===== src/rtl/seq_ctrl.sv =====
// Purpose : fetch/execute sequencer for the 9-bit-instruction core (PC, IR, branch flag, commit strobe).
// Latency : 2 cycles per non-memory instruction (FETCH+EXEC), 2+N for ld/st with N-cycle Mem_ack latency.
// Backpr. : Mem_req held until Mem_ack with no timeout; Start honoured only in IDLE/DONE.
//
// Ports:
//   Clk, Reset_n       clock (rising edge) and asynchronous active-low reset
//   Start              begin program at PC 0 (IDLE/DONE only)
//   Instr              combinational instruction ROM data at address PC
//   Cmp                ALU compare result, valid while IR holds blt/beq
//   JTarget            jump-table entry selected by Jptr
//   Mem_ack            data-memory completion
//   PC, IR, Jptr, Jen  program counter, instruction register, jump index, branch flag
//   Exec_en            one-cycle commit strobe gating register/data-memory writes
//   Mem_req            data-memory request
//   Busy, Done         run status
//   InstrCnt           retired instructions since last Start, saturating
module seq_ctrl #(
    parameter int          PC_W      = 10,
    parameter int          CNT_W     = 16,
    parameter logic [8:0]  HALT_CODE = 9'h1C0
) (
    input  logic             Clk,
    input  logic             Reset_n,
    input  logic             Start,
    input  logic [8:0]       Instr,
    input  logic             Cmp,
    input  logic [PC_W-1:0]  JTarget,
    input  logic             Mem_ack,
    output logic [PC_W-1:0]  PC,
    output logic [8:0]       IR,
    output logic [4:0]       Jptr,
    output logic             Jen,
    output logic             Exec_en,
    output logic             Mem_req,
    output logic             Busy,
    output logic             Done,
    output logic [CNT_W-1:0] InstrCnt
);

    localparam logic [2:0] ST_IDLE    = 3'd0;
    localparam logic [2:0] ST_FETCH   = 3'd1;
    localparam logic [2:0] ST_EXEC    = 3'd2;
    localparam logic [2:0] ST_MEMWAIT = 3'd3;
    localparam logic [2:0] ST_DONE    = 3'd4;

    localparam logic [2:0] OP_LDST = 3'b000;
    localparam logic [2:0] OP_JMP  = 3'b100;
    localparam logic [2:0] OP_BLT  = 3'b101;
    localparam logic [2:0] OP_BEQ  = 3'b110;

    logic [2:0]       state_q, state_d;
    logic [PC_W-1:0]  pc_q, pc_d;
    logic [8:0]       ir_q, ir_d;
    logic             jen_q, jen_d;
    logic [CNT_W-1:0] cnt_q, cnt_d;

    logic [2:0]       opcode;
    logic             is_halt;
    logic             is_ldst;
    logic             is_branch;
    logic             is_jump;
    logic             in_exec;
    logic             in_memwait;
    logic             commit;
    logic [PC_W-1:0]  pc_inc;

    // Decode of the latched instruction. HALT is tested first so that its
    // encoding never aliases onto another opcode class.
    assign opcode    = ir_q[8:6];
    assign is_halt   = (ir_q == HALT_CODE);
    assign is_ldst   = !is_halt && (opcode == OP_LDST);
    assign is_branch = !is_halt && ((opcode == OP_BLT) || (opcode == OP_BEQ));
    assign is_jump   = !is_halt && (opcode == OP_JMP);

    assign in_exec    = (state_q == ST_EXEC);
    assign in_memwait = (state_q == ST_MEMWAIT);

    // Commit: EXEC for every non-halt, non-memory instruction; the ack cycle
    // for ld/st. This is the only place Exec_en can be high, so each
    // instruction writes the register file / data memory at most once.
    assign commit = (in_exec && !is_halt && !is_ldst) || (in_memwait && Mem_ack);

    // PC wraps naturally at 2**PC_W.
    assign pc_inc = pc_q + PC_W'(1);

    always_comb begin
        state_d = state_q;
        pc_d    = pc_q;
        ir_d    = ir_q;
        jen_d   = jen_q;
        cnt_d   = cnt_q;

        // Saturating retire counter, stepped once per committed instruction.
        if (commit && (cnt_q != {CNT_W{1'b1}})) begin
            cnt_d = cnt_q + CNT_W'(1);
        end

        case (state_q)
            ST_IDLE: begin
                pc_d  = '0;
                jen_d = 1'b0;
                cnt_d = '0;
                if (Start) begin
                    state_d = ST_FETCH;
                end
            end

            ST_FETCH: begin
                ir_d    = Instr;
                state_d = ST_EXEC;
            end

            ST_EXEC: begin
                state_d = ST_FETCH;
                if (is_halt) begin
                    state_d = ST_DONE;
                end else if (is_ldst) begin
                    state_d = ST_MEMWAIT;
                end else if (is_branch) begin
                    jen_d = Cmp;
                    pc_d  = pc_inc;
                end else if (is_jump) begin
                    if (ir_q[5]) begin
                        // Unconditional: flag left untouched.
                        pc_d = JTarget;
                    end else begin
                        // Conditional: flag is consumed whether or not taken.
                        pc_d  = jen_q ? JTarget : pc_inc;
                        jen_d = 1'b0;
                    end
                end else begin
                    pc_d = pc_inc;
                end
            end

            ST_MEMWAIT: begin
                if (Mem_ack) begin
                    pc_d    = pc_inc;
                    state_d = ST_FETCH;
                end
            end

            ST_DONE: begin
                // Restart behaves exactly like a Start from IDLE.
                if (Start) begin
                    pc_d    = '0;
                    jen_d   = 1'b0;
                    cnt_d   = '0;
                    state_d = ST_FETCH;
                end
            end

            default: begin
                state_d = ST_IDLE;
            end
        endcase
    end

    always_ff @(posedge Clk or negedge Reset_n) begin
        if (!Reset_n) begin
            state_q <= ST_IDLE;
            pc_q    <= '0;
            ir_q    <= '0;
            jen_q   <= 1'b0;
            cnt_q   <= '0;
        end else begin
            state_q <= state_d;
            pc_q    <= pc_d;
            ir_q    <= ir_d;
            jen_q   <= jen_d;
            cnt_q   <= cnt_d;
        end
    end

    // Mem_req is decoded from state so it falls the instant reset asserts,
    // and drops combinationally in the ack cycle.
    assign Mem_req  = (in_exec && is_ldst) || (in_memwait && !Mem_ack);
    assign Exec_en  = commit;
    assign Busy     = (state_q == ST_FETCH) || in_exec || in_memwait;
    assign Done     = (state_q == ST_DONE);
    assign PC       = pc_q;
    assign IR       = ir_q;
    assign Jptr     = ir_q[4:0];
    assign Jen      = jen_q;
    assign InstrCnt = cnt_q;

endmodule

===== config.mk =====
export PLATFORM = sky130hd
export DESIGN_NAME = seq_ctrl
export DESIGN_NICKNAME = d
export VERILOG_FILES = /design/src/rtl/seq_ctrl.sv
export SDC_FILE = /design/constraint.sdc
export NUM_CORES = 1
export LEC_CHECK = 0
export ABC_AREA = 1
export CAP_MARGIN = 5
export CORE_MARGIN = 5
export CORE_UTILIZATION = 45
export DETAILED_ROUTE_END_ITERATION = 7
export PLACE_DENSITY = 0.85
export SLEW_MARGIN = 20
export SYNTH_ARGS = -nofsm -noshare
export SYNTH_HDL_FRONTEND = slang
export SYNTH_SLANG_ARGS = --single-unit

===== constraint.sdc =====
create_clock -name Clk -period 2 [get_ports Clk]
set_input_delay 0.4 -clock Clk [delete_from_list [all_inputs] [get_ports Clk]]
set_output_delay 0.4 -clock Clk [all_outputs]
set_load 0.02 [all_outputs]

**Word-level counts from Yosys, hierarchy flattened**

Cells that the tools add are included.

- Register bits: 39
- Input bits: 24
- Output and inout port bits: 45
- Word-level logic and storage cells: 72

- Add/sub/neg operators: 2
- Equal/unequal tests: 16
- Muxes and demuxes: 24
- Reduce and logical (&&, ||, !) cells: 25

Operators by type and width:

| kind | number |
|---|---|
| $mux W10 | 8 |
| $pmux W10 S4 | 1 |
| $mux W16 | 2 |
| $pmux W16 S2 | 1 |
| $add A16 B1 Y16 const B | 1 |
| $ne A16 B16 Y1 const B | 1 |
| $eq A3 B3 Y1 const B | 4 |
| $pmux W3 S4 | 1 |
| $add A10 B1 Y10 const B | 1 |
| $eq A9 B9 Y1 const B | 1 |
| $logic_and A1 B1 Y1 | 9 |
| $mux W3 | 3 |
| $ne A2 B2 Y1 const B | 4 |
| $eq A3 B2 Y1 const B | 2 |
| $logic_not A3 Y1 | 2 |
| $mux W1 | 6 |
| $ne A3 B3 Y1 const B | 2 |
| $reduce_and A6 Y1 | 1 |
| $logic_or A1 B1 Y1 | 5 |
| $reduce_and A5 Y1 | 1 |
| $reduce_bool A4 Y1 | 1 |
| $eq A3 B1 Y1 const B | 1 |
| $logic_not A1 Y1 | 3 |
| $pmux W1 S3 | 1 |
| 5 further kinds | 5 |

**Depth between registers and ports, before layout**

Gate-level depths: netlist of run 1.

- Depth after elaboration: 10
- Mapped depth: 11
- Gate-level depth less buffers: 11

**Least setup slack after synthesis of run 1**

No wires, ideal clock.

- Kind: flip-flop to flip-flop
- Start point: register cnt_q[1], in the netlist InstrCnt[1]
- End point: register cnt_q[2], in the netlist InstrCnt[2]
- Setup time: 0.120 ns
- Data arrival time: 1.543 ns
- Required time: 1.880 ns
- Setup slack: 0.337 ns
- Cell stages (with the launch flop): 10
- Buffers on the path: 1
- Clock period less this slack: 1.663 ns
- Cells stage by stage: dfrtp_1 > ha_1 > nand3_1 > nor2_1 > nand3_4 > nand2_4 > buf_6 > o21bai_2 > nand2_1 > nor2_1

- Cells in the longest elaborated chain, start to end: 5
- Elaborated cells on any way between the ends: 6
- Those cells by class: add/sub: 1; eq/ne: 1; mux: 3; reduce/logical: 1

RTL lines:

| element | line | source |
|---|---|---|
| start, declared | 55 | `logic [CNT_W-1:0] cnt_q, cnt_d;` |
| start signal, assigned | 171 | `cnt_q <= cnt_d;` |
| parallel branches: the longest is 2 deep, another holds $add A16 B1 Y16 | -- |  |
| $mux W16 * | 94 | `if (commit && (cnt_q != {CNT_W{1'b1}})) begin` |
| $mux W16 | 145 | `if (Start) begin` |
| $pmux W16 S2 * | 98 | `case (state_q)` |
| net cnt_d[2] | 55 |  |

Mark *: on every way through the listed nets, which the timed path passes.
A chain may end at the register's enable or synchronous reset.

**Worst setup path in the final report of run 1**

- Start point: register state_q[2]
- End point: output port Exec_en

- Cells in the longest elaborated chain, start to end: 4
- Elaborated cells on any way between the ends: 6
- Those cells by class: eq/ne: 2; reduce/logical: 4

RTL lines:

| element | line | source |
|---|---|---|
| start, declared | 51 | `logic [2:0] state_q, state_d;` |
| start signal, assigned | 167 | `state_q <= state_d;` |
| $eq A3 B2 Y1 | 75 | `assign in_exec = (state_q == ST_EXEC);` |
| $logic_and A1 B1 Y1 (2 in a row) | 81 | `assign commit = (in_exec && !is_halt && !is_ldst) \|\| (in_memwait && Mem_ack);` |
| $logic_or A1 B1 Y1 * | 81 |  |
| end, declared | 33 | `output logic Exec_en,` |

Mark *: on every way between the ends. The rest lies on a longest branch, timed or not.

==> results.yml, run 1 <==
status:
  run_status: "finished, final reports clean"
sta:
  slew_headroom_pct: 66.1
  setup_skew_ns: 0.0111
  max_freq_mhz: 502
  timing_max_transition_violations_final: 0
  finalCritPeriodShare_pct: 99.6
  grt_setup_unrepaired: "true"
  timing_worst_slew_pin_value_ns: 0.505
  finalHoldViolations: 0
  setup_viol: 0
  min_period_ns: 1.99
synth:
  synth.distinct_cells: 37
  yosys_register_bits: 39
  ys_warn_count: 0
  netlist_top_cells_area: "sky130_fd_sc_hd__dfrtp_1 39%, sky130_fd_sc_hd__nand2_1 13%, sky130_fd_sc_hd__nor2_1 7.3%, sky130_fd_sc_hd__inv_1 5.3%, sky130_fd_sc_hd__o21ai_0 3.6%"
  syn-num-nets: 371
  synth.cells.most_frequent: "86 x sky130_fd_sc_hd__nand2_1, 49 x sky130_fd_sc_hd__nor2_1, 39 x sky130_fd_sc_hd__dfrtp_1, 36 x sky130_fd_sc_hd__inv_1, 18 x sky130_fd_sc_hd__o21ai_0"
  synth.yosys.seq_area_share_pct: 38.6
  synth_async_sr_flop_share_pct: 100
  post-synth-top-count-cell: "sky130_fd_sc_hd__nand2_1"
  synth.largest_area_cell: "sky130_fd_sc_hd__dfrtp_1"
  synth_top_cell_area_share_pct: 38.6
  synthFlopType: "sky130_fd_sc_hd__dfrtp_1"
  synthesis.area_mm2: 0.00253
  post_synth_inst_count: 345
  number_of_synthesized_flops_with_an_enable_pin: 0
  syn-mean-instance-area_um2: 7.32
grt:
  grt_util_met1_pct: 22.1
  grtUsageMet2_pct: 34.1
  global_route.usage.met3_pct: 4.27
  grt.busiest_layer: "met2"
  grt_first_pass_wirelength_mm: 11.3
  grt_max_degree: 23
  antenna_violations_before_repair: 0
  overflow: 0
  gr-usage-all-layers_pct: 19.0
  first_global_vias: 2570
critical_path:
  timing.critical_path.from_type: "flop"
  ff2ff_setup_slack_ns: 0.21
  critical_path.reg2reg.startpoint: "state_q[2]"
  critPathCaptureType: "output port"
  crit_path_max_incr_delay_ns: 0.41
  ff2ff_path_depth: 11
  worst_ep_arrival_time_ns: 1.59
  worst_path_max_delay_cell: "sky130_fd_sc_hd__dfrtp_1"
  rr_endpoint: "InstrCnt[5]"
  timing.critical_path.cells: "inv_2 > nand3_2 > inv_2 > nand3_2 > nand2_4 > dlygate4sd2_1"
  worst-endpoint-required_ns: 1.60
  criticalPathCategory: "reg -> out"
  worstPathMaxFanout: 5
detailed_routing:
  postRouteAntennaNets: 0
  remaining_drc_errors: 0
  num_vias: 2604
  first_pass_iters: 5
  detail_route.wirelength_mm: 6.67
  wire_per_inst_um: 13.4
  initialDrtViolationCount: 82
  routed_via_density: 5.25
pwr:
  finalPower_mw: 4.16
  vdd_ir_drop_max_mv: 0.808
  pwr_density_cell_mw_per_mm2: 1220
  power_leakage_nw: 1.55
clocking:
  ctsHtreeMaxLevel: 2
  cts_buffer_count: 5
  clk-insertion-delay-late_ns: 0.30
  post_cts_buffers: 0
  cts.clk_slew.worst_paths_ns: 0.08
  tritoncts_num_sinks: 39
  hold_buffers: 0
  cts_tree: "done"
  cts_root_buf: "sky130_fd_sc_hd__clkbuf_8"
  cts_max_path_buffers: 2
final_layout:
  antenna_cells: 0
  area_growth_syn_to_layout_pct: 35.3
  final_layout_size_suffix_gt1_share_pct: 15.1
  final_core_utilization_pct: 62.5
  fin_nets: 449
die:
  die_footprint_mm2: 0.00721
  row_count: 27
  floorplan.core_area_mm2: 0.00547
  die_height_um: 84.9
  start_util_pct: 46.2
  ios: 69
  floorplan.die.width_um: 84.9
job:
  cap_violations: 0
place:
  place_hpwl_mm: 5.20
  place.port_buffers: 68
  place_congestion: 0.894
worst_hold_path:
  holdCritPathClass: "in -> async"
-- logic make-up after synthesis --
group / count (synthesis) / synth area share, %
simple gates: 191 / 35.2
buf+inv: 54 / 9.81
compound gates: 47 / 10.6
flops: 39 / 38.6
mux: 7 / 3.12
xor+xnor: 5 / 1.73
fa+ha+maj: 2 / 0.990
-- how the worst max path moves through the flow --
stage	start	endpoint	slack [ns]
finish	state_q[2]	Exec_en	0.009
detailed placement	Mem_ack	Exec_en	-0.12
global placement	Mem_ack	Mem_req	-0.07
CTS	IR[1]	Exec_en	-0.03
floorplan	InstrCnt[1]	InstrCnt[2]	0.34
global route	IR[1]	Exec_en	-0.07
-- layout make-up --
| class | instances | area (µm²) |
|---|---|---|
| Fill cell | 496 | 2050 |
| Multi-Input combinational cell | 252 | 1330 |
| Sequential cell | 39 | 977 |
| Timing Repair Buffer | 81 | 771 |
| Inverter | 44 | 166 |
| Tap cell | 72 | 90.1 |
| Clock buffer | 6 | 72.6 |
| Clock inverter | 2 | 12.5 |
-- critical path: cells and delay by family, from the launching register on --
kind          cells  cell delay (ns)
buf+inv           3             0.57
simple gates      3             0.32
flops             1             0.41
-- report_power, final --
group          switching [mW]  internal [mW]
combinational            1.39          0.999
sequential              0.236          0.997
clock                   0.295          0.244
-- per-stage QoR --
stage	TNS (ns)	cells	hold slack (ns)	setup WS [ns]	cell area, µm²
floorplan	0	345	0.104	0.337	2530
global placement	-0.138	488	0.395	-0.0694	3310
detailed placement	-0.223	488	0.402	-0.116	3310
CTS	-0.0299	496	0.0718	-0.0299	3400
global route	-0.0665	496	0.0977	-0.0665	3420
finish	0	496	0.0569	0.00858	3420
-- state kept, by name (all words and copies together), names as in the netlist --
signal / flops
InstrCnt: 16
PC: 10
IR: 9
state_q: 3
Jen: 1
-- cell usage in the layout, fill, tap and decap left out, types with 3 or more instances in the layout --
| cell | instances |
|---|---|
| sky130_fd_sc_hd__inv_1 | 36 |
| sky130_fd_sc_hd__nand2_2 | 3 |
| sky130_fd_sc_hd__a21oi_1 | 13 |
| sky130_fd_sc_hd__nor2_4 | 4 |
| sky130_fd_sc_hd__xor2_1 | 5 |
| sky130_fd_sc_hd__o21ai_1 | 8 |
| sky130_fd_sc_hd__nor2_1 | 47 |
| sky130_fd_sc_hd__nand3_2 | 4 |
| sky130_fd_sc_hd__nor3_1 | 9 |
| sky130_fd_sc_hd__dlygate4sd2_1 | 3 |
| sky130_fd_sc_hd__dfrtp_1 | 38 |
| sky130_fd_sc_hd__buf_4 | 13 |
| sky130_fd_sc_hd__inv_2 | 6 |
| sky130_fd_sc_hd__nand3_1 | 16 |
| sky130_fd_sc_hd__clkdlybuf4s50_1 | 63 |
| sky130_fd_sc_hd__nand2_1 | 86 |
| sky130_fd_sc_hd__o21ai_0 | 18 |
| sky130_fd_sc_hd__mux2_2 | 7 |
| sky130_fd_sc_hd__nand4_1 | 6 |
| sky130_fd_sc_hd__clkbuf_8 | 5 |
| sky130_fd_sc_hd__nor2_2 | 6 |
-- layer usage --
layer	routed length [µm]	share of wire, %
met2	3400	51
met4	99	1.5
met5	0	0
met1	2640	40
met3	528	7.9
-- timing repair --
action                                  4_1_cts  5_1_grt
pin swaps                                     0        0
endpoints found under the setup margin        4        4
resized for setup                             7        6
hold endpoints to repair                      0        0
(Power assumes the default switching activity.)
==> run 2, diff against run 1 <==
PLACE_DENSITY = unset   (was 0.85)
PLACE_DENSITY_LB_ADDON = 0.3   (was unset)
==> results.yml, run 2 (synthesis gave the netlist of run 1 again) <==
status:
  run_status: "finished, final reports clean"
critical_path:
  worstPathMaxFanout: 6
  critical_path.most_common_cell: "sky130_fd_sc_hd__inv_1"
  timing.critical_path.from_type: "flop"
  critical_path.reg2reg.startpoint: "IR[7]"
  startpoint: "state_q[1]"
  timing.critical_path.cells: "inv_1 > nand2_2 > inv_1 > nor2_1 > dlygate4sd2_1"
  ff2ff_path_depth: 10
  critical-path-top-delay-family: "buffers and inverters"
  crit_end: "Busy"
  crit_path_max_incr_delay_ns: 0.44
  worst_path_max_delay_cell: "sky130_fd_sc_hd__dfrtp_1"
  criticalPathCategory: "reg -> out"
  critPathCaptureType: "output port"
  ff2ff_setup_slack_ns: 0.26
  worst-endpoint-required_ns: 1.60
  critical_path.n_buffers_inverters: 3
  worst_ep_arrival_time_ns: 1.49
  cp.depth: 5
  rr_endpoint: "PC[2]"
die:
  die_footprint_mm2: 0.00721
  floorplan.core_area_mm2: 0.00547
  start_util_pct: 46.2
  row_count: 27
  die_height_um: 84.9
  ios: 69
  floorplan.die.width_um: 84.9
final_layout:
  antenna_cells: 0
  area_growth_syn_to_layout_pct: 37.1
  fin_nets: 454
  max_ffs_per_register: 16
  final_core_utilization_pct: 63.3
  layout.cells.most_common_list: "86 x sky130_fd_sc_hd__nand2_1, 63 x sky130_fd_sc_hd__clkdlybuf4s50_1, 47 x sky130_fd_sc_hd__nor2_1"
  finish.cell_count_without_fillers: 501
  seqCellArea_um2: 976
  final_layout_size_suffix_gt1_share_pct: 16.3
  layout_commonest_cell: "sky130_fd_sc_hd__nand2_1"
  layout.filler_cells: 529
  postLayoutCellArea_mm2: 0.00346
  area_of_the_multi_input_gates_mm2: 0.00132
place:
  preCtsSetupSlack_ns: -0.0920
  place_area_mm2: 0.00333
  place_congestion: 0.910
  total_placed_cells_including_tap_cells: 491
  place_hpwl_mm: 4.82
  place.port_buffers: 68
grt:
  gr-usage-all-layers_pct: 18.2
  grt_first_pass_wirelength_mm: 10.8
  first_global_vias: 2389
  overflow: 0
  grt_max_degree: 21
  antenna_violations_before_repair: 0
sta:
  setup_skew_ns: 0.0103
  min_period_ns: 1.89
  final.setup.worst_slack_ns: 0.113
  fin_worst_hold_slack_ns: 0.0528
  max_freq_mhz: 530
  finalHoldViolations: 0
  setup_viol: 0
  grt_setup_unrepaired: "false"
  timing_max_transition_violations_final: 0
  slew_headroom_pct: 64.5
  timing_worst_slew_pin_value_ns: 0.530
  timing.setup.tns_ns: 0
  finalCritPeriodShare_pct: 94.3
pwr:
  power_leakage_nw: 1.58
  finalPower_mw: 4.25
  pwr_density_cell_mw_per_mm2: 1230
  vdd_ir_drop_max_mv: 0.959
clocking:
  cts_root_buf: "sky130_fd_sc_hd__clkbuf_8"
  clk-insertion-delay-late_ns: 0.31
  ctsHtreeMaxLevel: 2
  tritoncts_num_sinks: 39
  cts_max_path_buffers: 2
  cts_tree: "done"
  hold_buffers: 0
  cts_buffer_count: 5
  cts.clk_slew.worst_paths_ns: 0.09
detailed_routing:
  num_vias: 2491
  detail_route.wirelength_mm: 6.20
  first_pass_iters: 4
  routed_via_density: 4.97
  wire_per_inst_um: 12.4
  remaining_drc_errors: 0
  postRouteAntennaNets: 0
  initialDrtViolationCount: 126
worst_hold_path:
  holdCritPathClass: "in -> async"
job:
  cap_violations: 0
run 2: where the power goes:
part / leakage [nW] / switching [mW] / internal [mW]
sequential: 0.511 / 0.227 / 0.995
combinational: 1.01 / 1.35 / 0.997
clock: 0.0548 / 0.309 / 0.376
total: 1.58 / 1.88 / 2.37
run 2: layer usage:
metal / vias to the layer above / global-route usage (%) / part of all wire [%]
li1: 1265 / - / -
met1: 1141 / 22.5 / 42
met2: 80 / 31.0 / 49
met3: 5 / 4.85 / 8.2
met4: 0 / 5.32 / 0.89
met5: - / 0 / 0
run 2: worst min-delay path by stage:
stage                 start     endpoint  slack (ns)
floorplan           Reset_n        IR[0]        0.10
detailed placement  Reset_n  InstrCnt[4]        0.39
global route        Reset_n   state_q[1]        0.09
CTS                 Reset_n   state_q[1]        0.07
global placement    Reset_n  InstrCnt[3]        0.39
finish              Reset_n   state_q[1]        0.05
run 2: area by class of cell:
type,instances,area share [%]
Sequential cell,39,28.2
Timing Repair Buffer,86,23.0
Tap cell,72,2.60
Clock buffer,5,1.99
Clock inverter,3,1.34
Inverter,44,4.80
Multi-Input combinational cell,252,38.0
run 2: worst register-to-register path: cells and delay by family (launching register included):
kind / cells / cell delay, ns
compound gates: 3 / 0.31
buf+inv: 2 / 0.31
flops: 1 / 0.41
simple gates: 5 / 0.59
run 2: repair_timing:
item	CTS	global route
gates cloned	0	0
setup buffers	1	1
resized for setup	6	6
pin swaps	1	1
endpoints found under the hold margin	0	0
setup endpoints to repair	4	2
==> edit, RTL diff (flow settings as in run 2) <==
Change the parameter `CNT_W` from 16 to 12.
--- a/src/rtl/seq_ctrl.sv
+++ b/src/rtl/seq_ctrl.sv
@@ -16,7 +16,7 @@
 //   InstrCnt           retired instructions since last Start, saturating
 module seq_ctrl #(
     parameter int          PC_W      = 10,
-    parameter int          CNT_W     = 16,
+    parameter int          CNT_W     = 12,
     parameter logic [8:0]  HALT_CODE = 9'h1C0
 ) (
     input  logic             Clk,
Ports: changed (resized InstrCnt); port bits go from 69 to 65. The function was not compared with the original's and may differ.
==> edit against run 2 <==
Area after synthesis is 9.2% lower. Die area is 8.2% lower. Via count decreased by 8.3%. Design area fell by 8.8%. Sequential cell count fell by 4. Setup slack improved by 0.016 ns. Wire length down 10%. Total power fell by 4.7%.
==> edit: results (changes against run 2) <==
Status
  • Status: complete, no violations

Place
  • Detail Placement HPWL: 4300 um (-11%)
  • Setup slack after placement: -0.0807 ns (+0.0113 ns)
  • Final weighted congestion in routability-driven placement: 0.862 (-5.3%)
  • Number of buffers added on ports: 64 (-5.9%)
  • Cell area reported after detailed placement: 3080 um^2 (-7.5%)
  • Number of placed instances with taps included: 453 (-7.7%)

Logic synthesis
  • Proportion of register bits with asynchronous set or reset after synthesis: 1.00 (unchanged)
  • Fraction of the yosys area taken by sequential cells: 0.382 (-0.00444)
  • Synth Flop Type: dfrtp_1
  • Count of mapped cells out of synthesis: 310 (-10%)
  • Net count after synthesis: 336 (-9.4%)
  • Distinct cell type count of the synthesized netlist: 36 (-2.7%)
  • Yosys warning total: 0 (unchanged)
  • Ranking of synthesized cells by instance count: nand2_1, nor2_1, dfrtp_1, inv_1, nand3_1
  • Cells taking the most area after synthesis: dfrtp_1, nand2_1, nor2_1

Clock tree
  • CTS HTree Levels: 2 (unchanged)
  • Post-CTS Setup Bufs: 0 (-1)
  • Source-to-sink clock delay at the later pin of the worst-skew pair: 0.29 ns (-0.02 ns)
  • Clock Tree Root: clkbuf_8
  • Clock-pin slew reported for the worst setup and hold paths after clock tree synthesis: 0.08 ns
  • Clock tree buffer depth: 2 (unchanged)
  • Num CTS Buffers: 5 (unchanged)

GRT
  • Initial antenna violation count: 0 (unchanged)
  • Global-route wire length before repair: 9490 um (-12%)
  • Largest net degree at the start of global routing: 36 (+71%)
  • Number of global-route vias before repair: 2189 (-8.4%)
  • Global router's overall resource usage: 0.183 (+0.00147)

Finish
  • Ant diodes: 0 (unchanged)
  • Fraction of layout cells with a size suffix above 1: 0.171 (+0.00819)
  • Post-route non-filler standard cell count: 461 (-8.0%)
  • Filler cell count: 467 (-12%)
  • Final-stage net count: 416 (-8.4%)
  • Max FFs per register: 12 (-4)

Routing
  • Highest layer used for signal routing: met4
  • Amount of wire on met2 after detailed routing: 2760 um (-8.7%)
  • Number of DRC markers after the initial detailed-route iteration: 91 (-28%)
  • Via density per instance: 4.95 (-0.35%)
  • Wire length the detailed router placed on met1: 2440 um (-6.8%)
  • Wirelength per Cell: 12.1 um (-2.3%)
  • Detailed-router iteration count before antenna repair: 4 (unchanged)
  • WL met3: 318 um (-38%)

Flow run
  • Number of max-cap violations: 0 (unchanged)

Critical path
  • Worst-path maximum fanout: 6 (unchanged)
  • Crit path arrival time: 1.47 ns (-0.02 ns)

Power
  • Leakage power total: 1.44 nW (-8.9%)
  • Maximum vdd drop: 0.973 mV (+1.5%)

STA
  • Worst slew pin tran: 0.471 ns (-0.0589 ns)
  • Setup Skew: 0.0103 ns (-0.0000401 ns)

Hold path
  • Path category of the worst min-delay check: in2async
[edit: kinds of logic (layout without fill, tap and decap cells)]
family,after synthesis,count (layout),synth area share
mux,7,7,0.0344
buf+inv,42,123,0.0884
fa+ha+maj,2,2,0.0109
compound gates,44,44,0.107
xor+xnor,6,6,0.0229
flops,35,35,0.382
simple gates,174,174,0.354
[edit: timing repair]
item	CTS	global route
resized for setup	7	3
cloned	0	0
setup endpoints to repair	4	2
[edit: metrics by stage]
stage | utilization | TNS (ns) | hold slack [ns] | total power (W)
6_report | 0.627 | 0 | 0.523 | 0.00405
2_1_floorplan | - | 0 | 0.104 | 0.00268
3_5_place_dp | 0.611 | -0.155 | 0.544 | 0.00359
3_3_place_gp | 0.611 | -0.161 | 0.546 | 0.00356
4_1_cts | 0.628 | 0 | 0.537 | 0.00409
5_1_grt | 0.627 | 0 | 0.581 | 0.00438
[edit: metal layers]
layer / global-route usage / vias up
met2: 0.312 / 60
met3: 0.0410 / 7
met5: 0 / -
met4: 0.0541 / 0
li1: - / 1159
met1: 0.230 / 1058
[edit: final timing paths]
check                                 from     endpoint  slack [ns]  cells past startpoint
worst min-delay path               Reset_n  InstrCnt[5]        0.52                      2
worst max-delay path            state_q[1]         Done        0.13                      5
max in group asynchronous          Reset_n   state_q[0]        1.11                      2
min in group Clk                     PC[4]        PC[4]        0.56                      2
worst min register to register       PC[4]        PC[4]        0.56                      2
worst max register to register  state_q[1]        PC[3]        0.21                     11
[edit: area by class of cell]
| type | instances | area [um^2] | share of cell area |
|---|---|---|---|
| sequential | 35 | 877 | 0.278 |
| inverter | 32 | 120 | 0.0380 |
| clock buffer | 5 | 68.8 | 0.0218 |
| multi-input combinational | 233 | 1220 | 0.386 |
| clock inverter | 3 | 15.0 | 0.00475 |
| tap | 70 | 87.6 | 0.0277 |
| timing repair buffer | 83 | 771 | 0.244 |
[edit: report_power, final]
group          leakage [nW]  total [W]  internal, W  switching, W
sequential            0.453    0.00117     0.000926      0.000244
clock                0.0477   0.000495     0.000238      0.000257
combinational         0.938    0.00239      0.00105       0.00134
total                  1.44    0.00405      0.00221       0.00184
[edit: critical path, cell delays in order, from the launching register on]
cell and delay [ns]:
dfrtp_1 0.40, buf_4 0.16, nor2_2 0.11, inv_2 0.09, nor2_4 0.10, dlygate4sd2_1 0.34
